`src/rtl/nfc_pkg.sv`:
```
// Shared definitions for the NAND flash command queue: command field layout,
// FSM state encoding and the default queue depth.
package nfc_pkg;

  localparam int CMD_W     = 33;
  localparam int RW_BIT    = 32;
  localparam int FADDR_MSB = 31;
  localparam int FADDR_LSB = 14;
  localparam int MADDR_MSB = 13;
  localparam int MADDR_LSB = 7;
  localparam int LEN_MSB   = 6;
  localparam int LEN_LSB   = 0;
  localparam int CNT_W     = 16;
  localparam int DEPTH_DEF = 4;

  typedef enum logic [1:0] {
    ST_BOOT   = 2'd0,
    ST_RUN    = 2'd1,
    ST_STARVE = 2'd2
  } nfc_state_t;

  // A zero-length command carries no work and is rejected at the input.
  function automatic logic len_is_zero(input logic [CMD_W-1:0] c);
    return (c[LEN_MSB:LEN_LSB] == '0);
  endfunction

endpackage

```
`src/rtl/nfc_cmd_fifo.sv`:
```
// Command FIFO: DEPTH-entry circular buffer; the head entry is read straight
// from storage so it is available in the same cycle it is popped.
module nfc_cmd_fifo
  import nfc_pkg::*;
#(
  parameter int DEPTH = DEPTH_DEF
) (
  input  logic                     clk,
  input  logic                     rst,
  input  logic                     i_push,
  input  logic                     i_pop,
  input  logic [CMD_W-1:0]         i_data,
  output logic [CMD_W-1:0]         o_head,
  output logic                     o_full,
  output logic                     o_empty,
  output logic [$clog2(DEPTH):0]   o_level
);

  localparam int AW = $clog2(DEPTH);
  localparam int LW = AW + 1;

  logic [CMD_W-1:0] r_mem [DEPTH];
  logic [AW-1:0]    r_wr_ptr;
  logic [AW-1:0]    r_rd_ptr;
  logic [LW-1:0]    r_level;

  logic w_push;
  logic w_pop;

  assign o_full  = (r_level == LW'(DEPTH));
  assign o_empty = (r_level == '0);
  assign o_level = r_level;
  assign o_head  = r_mem[r_rd_ptr];

  assign w_push = i_push && !o_full;
  assign w_pop  = i_pop && !o_empty;

  // Pointers wrap naturally because DEPTH is a power of two.
  always_ff @(posedge clk or negedge rst) begin
    if (!rst) begin
      r_wr_ptr <= '0;
      r_rd_ptr <= '0;
      r_level  <= '0;
    end else begin
      if (w_push) r_wr_ptr <= r_wr_ptr + AW'(1);
      if (w_pop)  r_rd_ptr <= r_rd_ptr + AW'(1);
      case ({w_push, w_pop})
        2'b10:   r_level <= r_level + LW'(1);
        2'b01:   r_level <= r_level - LW'(1);
        default: r_level <= r_level;
      endcase
    end
  end

  always_ff @(posedge clk) begin
    if (w_push) r_mem[r_wr_ptr] <= i_data;
  end

endmodule

```
`src/rtl/nfc_cmd_queue.sv`:
```
// Host-facing command queue for the NAND flash controller: buffers commands,
// hands the next one over on each done pulse and keeps completion statistics.
module nfc_cmd_queue
  import nfc_pkg::*;
#(
  parameter int DEPTH = DEPTH_DEF
) (
  input  logic                   clk,
  input  logic                   rst,
  input  logic                   in_valid,
  output logic                   in_ready,
  input  logic [CMD_W-1:0]       in_cmd,
  input  logic                   done,
  output logic [CMD_W-1:0]       cmd,
  output logic                   busy,
  output logic [$clog2(DEPTH):0] level,
  output logic                   underrun,
  output logic                   err_len,
  output logic [CNT_W-1:0]       rd_cnt,
  output logic [CNT_W-1:0]       wr_cnt,
  output logic [CNT_W-1:0]       max_lat
);

  nfc_state_t       r_state;
  logic [CMD_W-1:0] r_cmd;
  logic             r_busy;
  logic             r_underrun;
  logic             r_err_len;
  logic [CNT_W-1:0] r_rd_cnt;
  logic [CNT_W-1:0] r_wr_cnt;
  logic [CNT_W-1:0] r_max_lat;
  logic [CNT_W-1:0] r_lat;

  logic             w_full;
  logic             w_empty;
  logic [CMD_W-1:0] w_head;
  logic             w_accept;
  logic             w_len_zero;
  logic             w_push_ok;
  logic             w_bypass;
  logic             w_fifo_push;
  logic             w_fifo_pop;

  assign in_ready   = !w_full;
  assign w_accept   = in_valid && in_ready;
  assign w_len_zero = len_is_zero(in_cmd);
  assign w_push_ok  = w_accept && !w_len_zero;

  // With nothing queued, a command arriving alongside done skips the FIFO.
  assign w_bypass    = done && w_empty && w_push_ok;
  assign w_fifo_push = w_push_ok && !w_bypass;
  assign w_fifo_pop  = done && !w_empty;

  nfc_cmd_fifo #(
    .DEPTH (DEPTH)
  ) u_fifo (
    .clk     (clk),
    .rst     (rst),
    .i_push  (w_fifo_push),
    .i_pop   (w_fifo_pop),
    .i_data  (in_cmd),
    .o_head  (w_head),
    .o_full  (w_full),
    .o_empty (w_empty),
    .o_level (level)
  );

  always_ff @(posedge clk or negedge rst) begin
    if (!rst) begin
      r_state    <= ST_BOOT;
      r_cmd      <= '0;
      r_busy     <= 1'b0;
      r_underrun <= 1'b0;
      r_err_len  <= 1'b0;
      r_rd_cnt   <= '0;
      r_wr_cnt   <= '0;
      r_max_lat  <= '0;
      r_lat      <= '0;
    end else begin
      if (w_accept && w_len_zero) r_err_len <= 1'b1;

      if (done) begin
        // Only a done in RUN completes a queued command; BOOT/STARVE dones
        // are the flash reset or spurious completions and are not counted.
        if (r_state == ST_RUN) begin
          if (r_cmd[RW_BIT]) r_rd_cnt <= r_rd_cnt + CNT_W'(1);
          else               r_wr_cnt <= r_wr_cnt + CNT_W'(1);
          if (r_lat > r_max_lat) r_max_lat <= r_lat;
        end

        if (!w_empty) begin
          r_cmd   <= w_head;
          r_state <= ST_RUN;
          r_busy  <= 1'b1;
          r_lat   <= CNT_W'(1);
        end else if (w_push_ok) begin
          r_cmd   <= in_cmd;
          r_state <= ST_RUN;
          r_busy  <= 1'b1;
          r_lat   <= CNT_W'(1);
        end else begin
          r_underrun <= 1'b1;
          r_state    <= ST_STARVE;
          r_busy     <= 1'b0;
        end
      end else if ((r_state == ST_RUN) && (r_lat != {CNT_W{1'b1}})) begin
        r_lat <= r_lat + CNT_W'(1);
      end
    end
  end

  assign cmd      = r_cmd;
  assign busy     = r_busy;
  assign underrun = r_underrun;
  assign err_len  = r_err_len;
  assign rd_cnt   = r_rd_cnt;
  assign wr_cnt   = r_wr_cnt;
  assign max_lat  = r_max_lat;

endmodule

```
`config.mk`:
```
export PLATFORM = sky130hd
export DESIGN_NAME = nfc_cmd_queue
export DESIGN_NICKNAME = d
export VERILOG_FILES = /design/src/rtl/nfc_pkg.sv /design/src/rtl/nfc_cmd_fifo.sv /design/src/rtl/nfc_cmd_queue.sv
export SDC_FILE = /design/constraint.sdc
export NUM_CORES = 1
export LEC_CHECK = 0
export ABC_AREA = 1
export BUFFER_PORTS_ARGS = -buffer_cell sky130_fd_sc_hd__buf_4
export CORE_AREA = 2 2 196 236
export CTS_CLUSTER_DIAMETER = 60
export DETAILED_ROUTE_END_ITERATION = 8
export DIE_AREA = 0 0 198 238
export GPL_ROUTABILITY_DRIVEN = 0
export PLACE_DENSITY = 0.4
export SYNTH_ARGS = -nofsm -noshare
export SYNTH_HDL_FRONTEND = slang
export SYNTH_SLANG_ARGS = --single-unit
```
`constraint.sdc`:
```
create_clock -name clk -period 2.6 [get_ports clk]
set_clock_uncertainty 0.05 [all_clocks]
set_input_delay 0 -clock clk [delete_from_list [all_inputs] [get_ports clk]]
set_output_delay 0 -clock clk [all_outputs]
set_load 0.03 [all_outputs]
```
==> out/qor.txt, run 1 <==
Hold EP: u_fifo.r_mem[3][8]$_DFFE_PP_
DRC Markers: 0
First DRT Iteration DRCs: 356
sequential fraction of design power: 0.345
Finished Layout Cells: 1997
CP most frequent cell: nor2_1
Least-Margin Pin Slew: 0.741 ns
worst-path cell chain: nor2_1 > nand2_1 > inv_2 > nor2_1 > ha_1 > inv_1 > fa_1 > a21oi_1 > o21ai_0 > xor2_1
Num CTS Buffers: 30
Clock Sink Count: 240
Reg clk slew, reported paths: 0.06 ns
maximum clock rate: 0.464 GHz
Peak VDD IR: 0.563 mV
fin area: 0.0143 mm²
FF-to-FF End: u_fifo.o_level[2]$_DFFE_PN0P_
Clk pwr share: 0.260
Critical R2R Launch: u_fifo.o_level[0]$_DFFE_PN0P_
Hold Path Depth: 2
top-count cell post-synth: nand2_1
crit path launch type: flop
Die ar.: 0.0471 mm²
DR vias/cell: 4.24
core area: 0.0448 mm²
Min Hold Slack: 0.139 ns
Final Hold Fails: 0
maximum clock path buffer count: 3
Hold Startpoint: in_cmd[8]
CP peak stage delay: 0.41 ns
gr usage total: 0.132
DR vias: 8466
Avg WL per Cell: 15.6 µm
Critical Path AT: 2.54 ns
# placed instances: 1905
critical path capture point type: flop
root buffer cell: clkbuf_16
Syn-to-layout area delta: 28.9%
Final HPWL DP: 19900 µm
Critical-path top delay cell: dfrtp_1
Tmin final: 2.16 ns
Mapped Cells: 1188
share of cells above drive strength 1: 0.160
combinational share of power: 0.396
io pins: 125
initial core utilization: 0.247
pin count of the biggest net entering global routing: 67
Synth Flop Type: edfxtp_1
worst relative slew slack: 0.505
final setup fails: 0
top post-synthesis cells by area: edfxtp_1, dfrtp_1, nand2_1, nand3_1, ha_1
sw frac: 0.404
Bufs and invs on worst path: 2
clock latency on the worst-skew pair: 0.56 ns
YS warnings: 0
FF-to-FF setup slack: 0.44 ns
#FFs+latches synth: 240
maxcap violations: 0
aggregate global routing overflow: 0
synth cell count leaders: nand2_1, nand3_1, edfxtp_1
CP delay by family, top: adder cells
LEAKAGE: 0.00627 µW
vias in the first global route: 8354
net switching power figure: 6580 µW
Slew Viols, Final: 0
diodes inserted: 0
cell row count: 85
Syn Nets: 1250
RSZ-0062 raised after global routing: no
sequential area share after synthesis: 0.602
worst min-delay path class: in2reg
cell taking the most area after synthesis: edfxtp_1
chip height: 238 µm
H-tree depth: 1
drt first pass iters: 6
Crit Path Class: reg2reg
fraction of registers with async set or reset after synthesis: 0.450
antenna violations before repair: 0
Post-synth EDFFs: 132
worst-path maximum fanout: 4
P_int: 9700 µW
average instance area after synthesis: 9.33 µm²
cell area power density: 1140 mW/mm²
crit share post-route: 0.829
IO buf count: 124
WP data required: 2.98 ns
die width: 198 µm
Total Wirelength: 31100 µm
post-route ant nets: 0
post-synth top area share: 0.358
post-synthesis cell area: 0.0111 mm²
first-pass GRT wire length: 48500 µm
r2r worst-path depth: 10
number of nets in the layout: 1428
Yosys cell types: 34
TritonCTS clock tree: built
placed standard-cell area: 0.0129 mm²
status: complete, no violations
-- worst reg2reg max path, cell delays in order (launching register included) --
cell	delay, ns
dfrtp_1	0.41
nor2_1	0.08
nand2_1	0.15
inv_2	0.06
nor2_1	0.25
ha_1	0.20
inv_1	0.06
fa_1	0.38
a21oi_1	0.14
o21ai_0	0.10
xor2_1	0.15
-- per-stage QoR --
step / setup TNS, ns / setup slack, ns / utilization / total power (µW)
2_1_floorplan: -72.02 / -0.546 / - / 9690
3_3_place_gp: 0 / 0.199 / 0.288 / 12200
3_5_place_dp: 0 / 0.161 / 0.288 / 12200
4_1_cts: 0 / 0.165 / 0.319 / 16600
5_1_grt: 0 / 0.219 / 0.319 / 17500
6_report: 0 / 0.443 / 0.319 / 16300
-- cell type report --
class | instances | area, µm²
Inverter | 76 | 285
Timing Repair Buffer | 191 | 1620
Multi-Input combinational cell | 827 | 3950
Fill cell | 4680 | 30500
Clock inverter | 11 | 165
Clock buffer | 43 | 831
Sequential cell | 240 | 6670
Tap cell | 609 | 762
-- placed cells by master (no fill, tap or decap), types with 2 or more instances in the layout --
cell           instances
nand2_1              474
nand3_1              156
buf_4                147
edfxtp_1             132
dfrtp_1              107
inv_1                 71
nor2_1                58
dlygate4sd3_1         37
clkbuf_16             31
xor2_1                24
ha_1                  24
o21ai_0               18
nand4_1               13
nor3_1                11
xnor2_1               11
clkbuf_1              11
a21oi_1                8
nand2_2                6
buf_12                 6
inv_2                  4
nor2_4                 4
bufinv_16              4
nand2_4                3
clkinv_1               3
nand3_2                3
o21bai_1               3
nor3b_1                2
clkinvlp_4             2
-- registers in the layout, indices dropped and copies added (netlist names) --
register and cells:
u_fifo.r_rd_ptr 2, u_fifo.r_wr_ptr 2, err_len 1, underrun 1, cmd 33, wr_cnt 16, u_fifo.o_level 3, r_lat 16
r_state 2, u_fifo.r_mem 132, rd_cnt 16, max_lat 16
-- worst max-delay path by stage --
| stage | start | endpoint | depth (start not counted) |
|---|---|---|---|
| detailed placement | r_lat[13]$_DFFE_PN0P_ | max_lat[9]$_DFFE_PN0P_ | 9 |
| floorplan | u_fifo.o_level[0]$_DFFE_PN0P_ | u_fifo.r_mem[0][0]$_DFFE_PP_ | 6 |
| global route | r_lat[14]$_DFFE_PN0P_ | max_lat[2]$_DFFE_PN0P_ | 9 |
| CTS | r_lat[13]$_DFFE_PN0P_ | max_lat[9]$_DFFE_PN0P_ | 9 |
| global placement | r_lat[13]$_DFFE_PN0P_ | max_lat[13]$_DFFE_PN0P_ | 9 |
| finish | u_fifo.o_level[0]$_DFFE_PN0P_ | u_fifo.o_level[2]$_DFFE_PN0P_ | 10 |
-- power groups by stage --
stage               clock, µW  sequential, µW  combinational, µW
floorplan                   0            6490               3210
global placement            0            5680               6500
detailed placement          0            5690               6540
CTS                      4410            5620               6610
global route             4530            5720               7200
finish                   4230            5610               6440
-- kinds of logic (layout without fill, tap and decap cells) --
family                     count (synthesis)  after routing  share of synthesized area
and+or+nand+nor                          736            736                      0.281
DFF                                      240            240                      0.602
buffers and inverters                    121            321                     0.0454
xor gates and xnor gates                  35             35                     0.0277
AOI/OAI and AO/OA                         31             31                     0.0157
adders and majority gates                 25             25                     0.0289
-- layer usage --
layer,wire length [µm],up-vias,track usage
met5,0,-,0
met4,597,0,0.0371
met3,1210,41,0.0213
met2,15400,141,0.228
met1,14000,4039,0.172
li1,-,4245,-
-- what timing repair did --
action | 4_1_cts | 5_1_grt
endpoints found under the hold margin | 292 | 0
setup endpoints to repair | 0 | 16
hold buffers | 38 | 0
resized for setup | 0 | 1
setup buffers | 0 | 0
Power figures use the tool's default switching activity.
==> run 2, diff against run 1 <==
- PLACE_DENSITY: 0.4 -> 0.38
- clock period: 2.6 -> 2 ns (I/O delays scaled with it)
==> run 2 against run 1 <==
Net effect: critical path depth fell by 1; cell count up 2.1%; final area grew 2.5%; register-to-register slack lost 0.39 ns; hold slack worse by 0.12 ns; largest cell class unchanged; maximum frequency increased by 11%; setup slack got worse by 0.39 ns; highest routed layer unchanged; wire length is 2.4% higher.
==> out/qor.txt, run 2 (synthesized netlist as in run 1, its figures left out) <==
root buffer cell: clkbuf_16 (unchanged)
vias in the first global route: 8590 (was 8354)
r2r worst-path depth: 9 (was 10)
worst-path maximum fanout: 3 (was 4)
core area: 0.0448 mm² (unchanged)
Tmin final: 1.95 ns (was 2.16 ns)
Critical Path AT: 2.35 ns (was 2.54 ns)
drt first pass iters: 4 (was 6)
CP peak stage delay: 0.42 ns (was 0.41 ns)
FF-to-FF setup slack: 0.05 ns (was 0.44 ns)
antenna violations before repair: 0 (unchanged)
Min Hold Slack: 0.0201 ns (was 0.139 ns)
Clock Sink Count: 240 (unchanged)
post-route ant nets: 0 (unchanged)
pin count of the biggest net entering global routing: 69 (was 67)
Bufs and invs on worst path: 1 (was 2)
IO buf count: 124 (unchanged)
crit share post-route: 0.973 (was 0.829)
Critical-path top delay cell: dfrtp_2 (was dfrtp_1)
share of cells above drive strength 1: 0.195 (was 0.160)
WP data required: 2.40 ns (was 2.98 ns)
diodes inserted: 0 (unchanged)
DRC Markers: 0 (unchanged)
chip height: 238 µm (unchanged)
Setup TNS: 0 ns (unchanged)
maximum clock path buffer count: 3 (unchanged)
initial core utilization: 0.247 (unchanged)
Critical R2R Launch: u_fifo.o_level[1]$_DFFE_PN0P_ (was u_fifo.o_level[0]$_DFFE_PN0P_)
number of flip-flops in the largest register: 132 (unchanged)
number of nets in the layout: 1467 (was 1428)
Syn-to-layout area delta: 32.2% (was 28.9%)
Reg clk slew, reported paths: 0.06 ns (about the same)
commonest cells after routing, fill and taps aside: nand2_1, buf_4, nand3_1 (was nand2_1, nand3_1, buf_4)
Peak VDD IR: 0.671 mV (was 0.563 mV)
FF-to-FF End: u_fifo.o_level[2]$_DFFE_PN0P_ (unchanged)
maxcap violations: 0 (unchanged)
Total Wirelength: 31900 µm (was 31100 µm)
LEAKAGE: 0.00648 µW (was 0.00627 µW)
aggregate global routing overflow: 0 (unchanged)
worst relative slew slack: 0.314 (was 0.505)
DR vias: 8542 (was 8466)
Slew Viols, Final: 0 (unchanged)
final setup fails: 0 (unchanged)
cell area power density: 1480 mW/mm² (was 1140 mW/mm²)
maximum clock rate: 0.514 GHz (was 0.464 GHz)
commonest non-fill, non-tap cell in the layout: nand2_1 (unchanged)
io pins: 125 (unchanged)
cell row count: 85 (unchanged)
Final Hold Fails: 0 (unchanged)
Stages on worst setup path: 9 (was 10)
Final HPWL DP: 20800 µm (was 19900 µm)
Fill cells: 4672 (was 4680)
die width: 198 µm (unchanged)
CP delay by family, top: adder cells (unchanged)
Biggest register: u_fifo.r_mem (unchanged)
critical path capture point type: flop (unchanged)
RSZ-0062 raised after global routing: yes (was no)
CP Launch Point: u_fifo.o_level[1]$_DFFE_PN0P_ (was u_fifo.o_level[0]$_DFFE_PN0P_)
Least-Margin Pin Slew: 1.03 ns (was 0.741 ns)
crit path launch type: flop (unchanged)
H-tree depth: 1 (unchanged)
Die ar.: 0.0471 mm² (unchanged)
worst-path cell chain: nor2_4 > nand2_4 > o211ai_4 > ha_2 > inv_2 > fa_2 > a21oi_2 > o21ai_2 > xor2_1 (was nor2_1 > nand2_1 > inv_2 > nor2_1 > ha_1 > inv_1 > fa_1 > a21oi_1 > o21ai_0 > xor2_1)
Crit Path Class: reg2reg (unchanged)
total power: 21600 µW (was 16300 µW)
Num CTS Buffers: 30 (unchanged)
worst min-delay path class: in2async (was in2reg)
First DRT Iteration DRCs: 351 (was 356)
DR vias/cell: 4.19 (was 4.24)
clock latency on the worst-skew pair: 0.57 ns (was 0.56 ns)
gr usage total: 0.137 (was 0.132)
TritonCTS clock tree: built (unchanged)
crit path capture: u_fifo.o_level[2]$_DFFE_PN0P_ (unchanged)
status: complete, no violations (unchanged)
first-pass GRT wire length: 50100 µm (was 48500 µm)
Avg WL per Cell: 15.6 µm (about the same)
==> run 2: worst min-delay path by stage <==
stage	startpoint	endpoint	slack, ns	cells past startpoint
2_1_floorplan	rst	cmd[0]$_DFFE_PN0P_	-0.35	0
3_3_place_gp	rst	cmd[5]$_DFFE_PN0P_	-0.11	1
3_5_place_dp	rst	cmd[5]$_DFFE_PN0P_	-0.11	1
4_1_cts	rst	r_lat[1]$_DFFE_PN0P_	0.004	3
5_1_grt	rst	r_lat[1]$_DFFE_PN0P_	0.05	3
6_report	rst	r_lat[1]$_DFFE_PN0P_	0.02	3
==> run 2: tightest hold or removal path, stage by stage <==
cell and delay (ns):
dlygate4sd3_1 0.53, buf_4 0.19, buf_12 0.29
==> run 2: cell type report <==
cell class	count	area, µm²	share of cell area
flip-flops and latches	240	6670	0.456
multi-input cells	827	4010	0.274
repair buffers	230	1950	0.133
clock buffers	45	868	0.0593
well taps	609	762	0.0520
inverters	76	288	0.0197
clock inverters	11	87.6	0.00598
==> run 2: repair_timing <==
action                                  4_1_cts  5_1_grt
setup buffers                                 0        5
resized for setup                             0       11
endpoints found under the setup margin        0       19
endpoints found under the hold margin       294        0
hold buffers                                 38        0
==> run 2: power by group <==
| group | switching, µW | leakage [µW] | total [µW] | internal, µW |
|---|---|---|---|---|
| clock | 2130 | 0.000468 | 5250 | 3110 |
| sequential | 685 | 0.00259 | 7220 | 6530 |
| combinational | 6000 | 0.00342 | 9170 | 3170 |
| total | 8820 | 0.00648 | 21600 | 12800 |
==> run 2: per-stage QoR <==
stage / std cells / cell area, µm² / worst slack [ns] / utilization
floorplan: 1188 / 11200 / -0.279 / -
global placement: 1939 / 13200 / 0.0457 / 0.295
detailed placement: 1939 / 13200 / 0.0118 / 0.295
CTS: 2033 / 14600 / 0.00914 / 0.325
global route: 2038 / 14600 / -0.0576 / 0.327
finish: 2038 / 14600 / 0.0540 / 0.327
==> run 2: metal layers <==
layer | wire length, µm | global-route usage | vias up
li1 | - | - | 4330
met1 | 14400 | 0.179 | 4040
met2 | 15600 | 0.236 | 132
met3 | 1210 | 0.0215 | 40
met4 | 617 | 0.0360 | 0
met5 | 0 | 0 | -
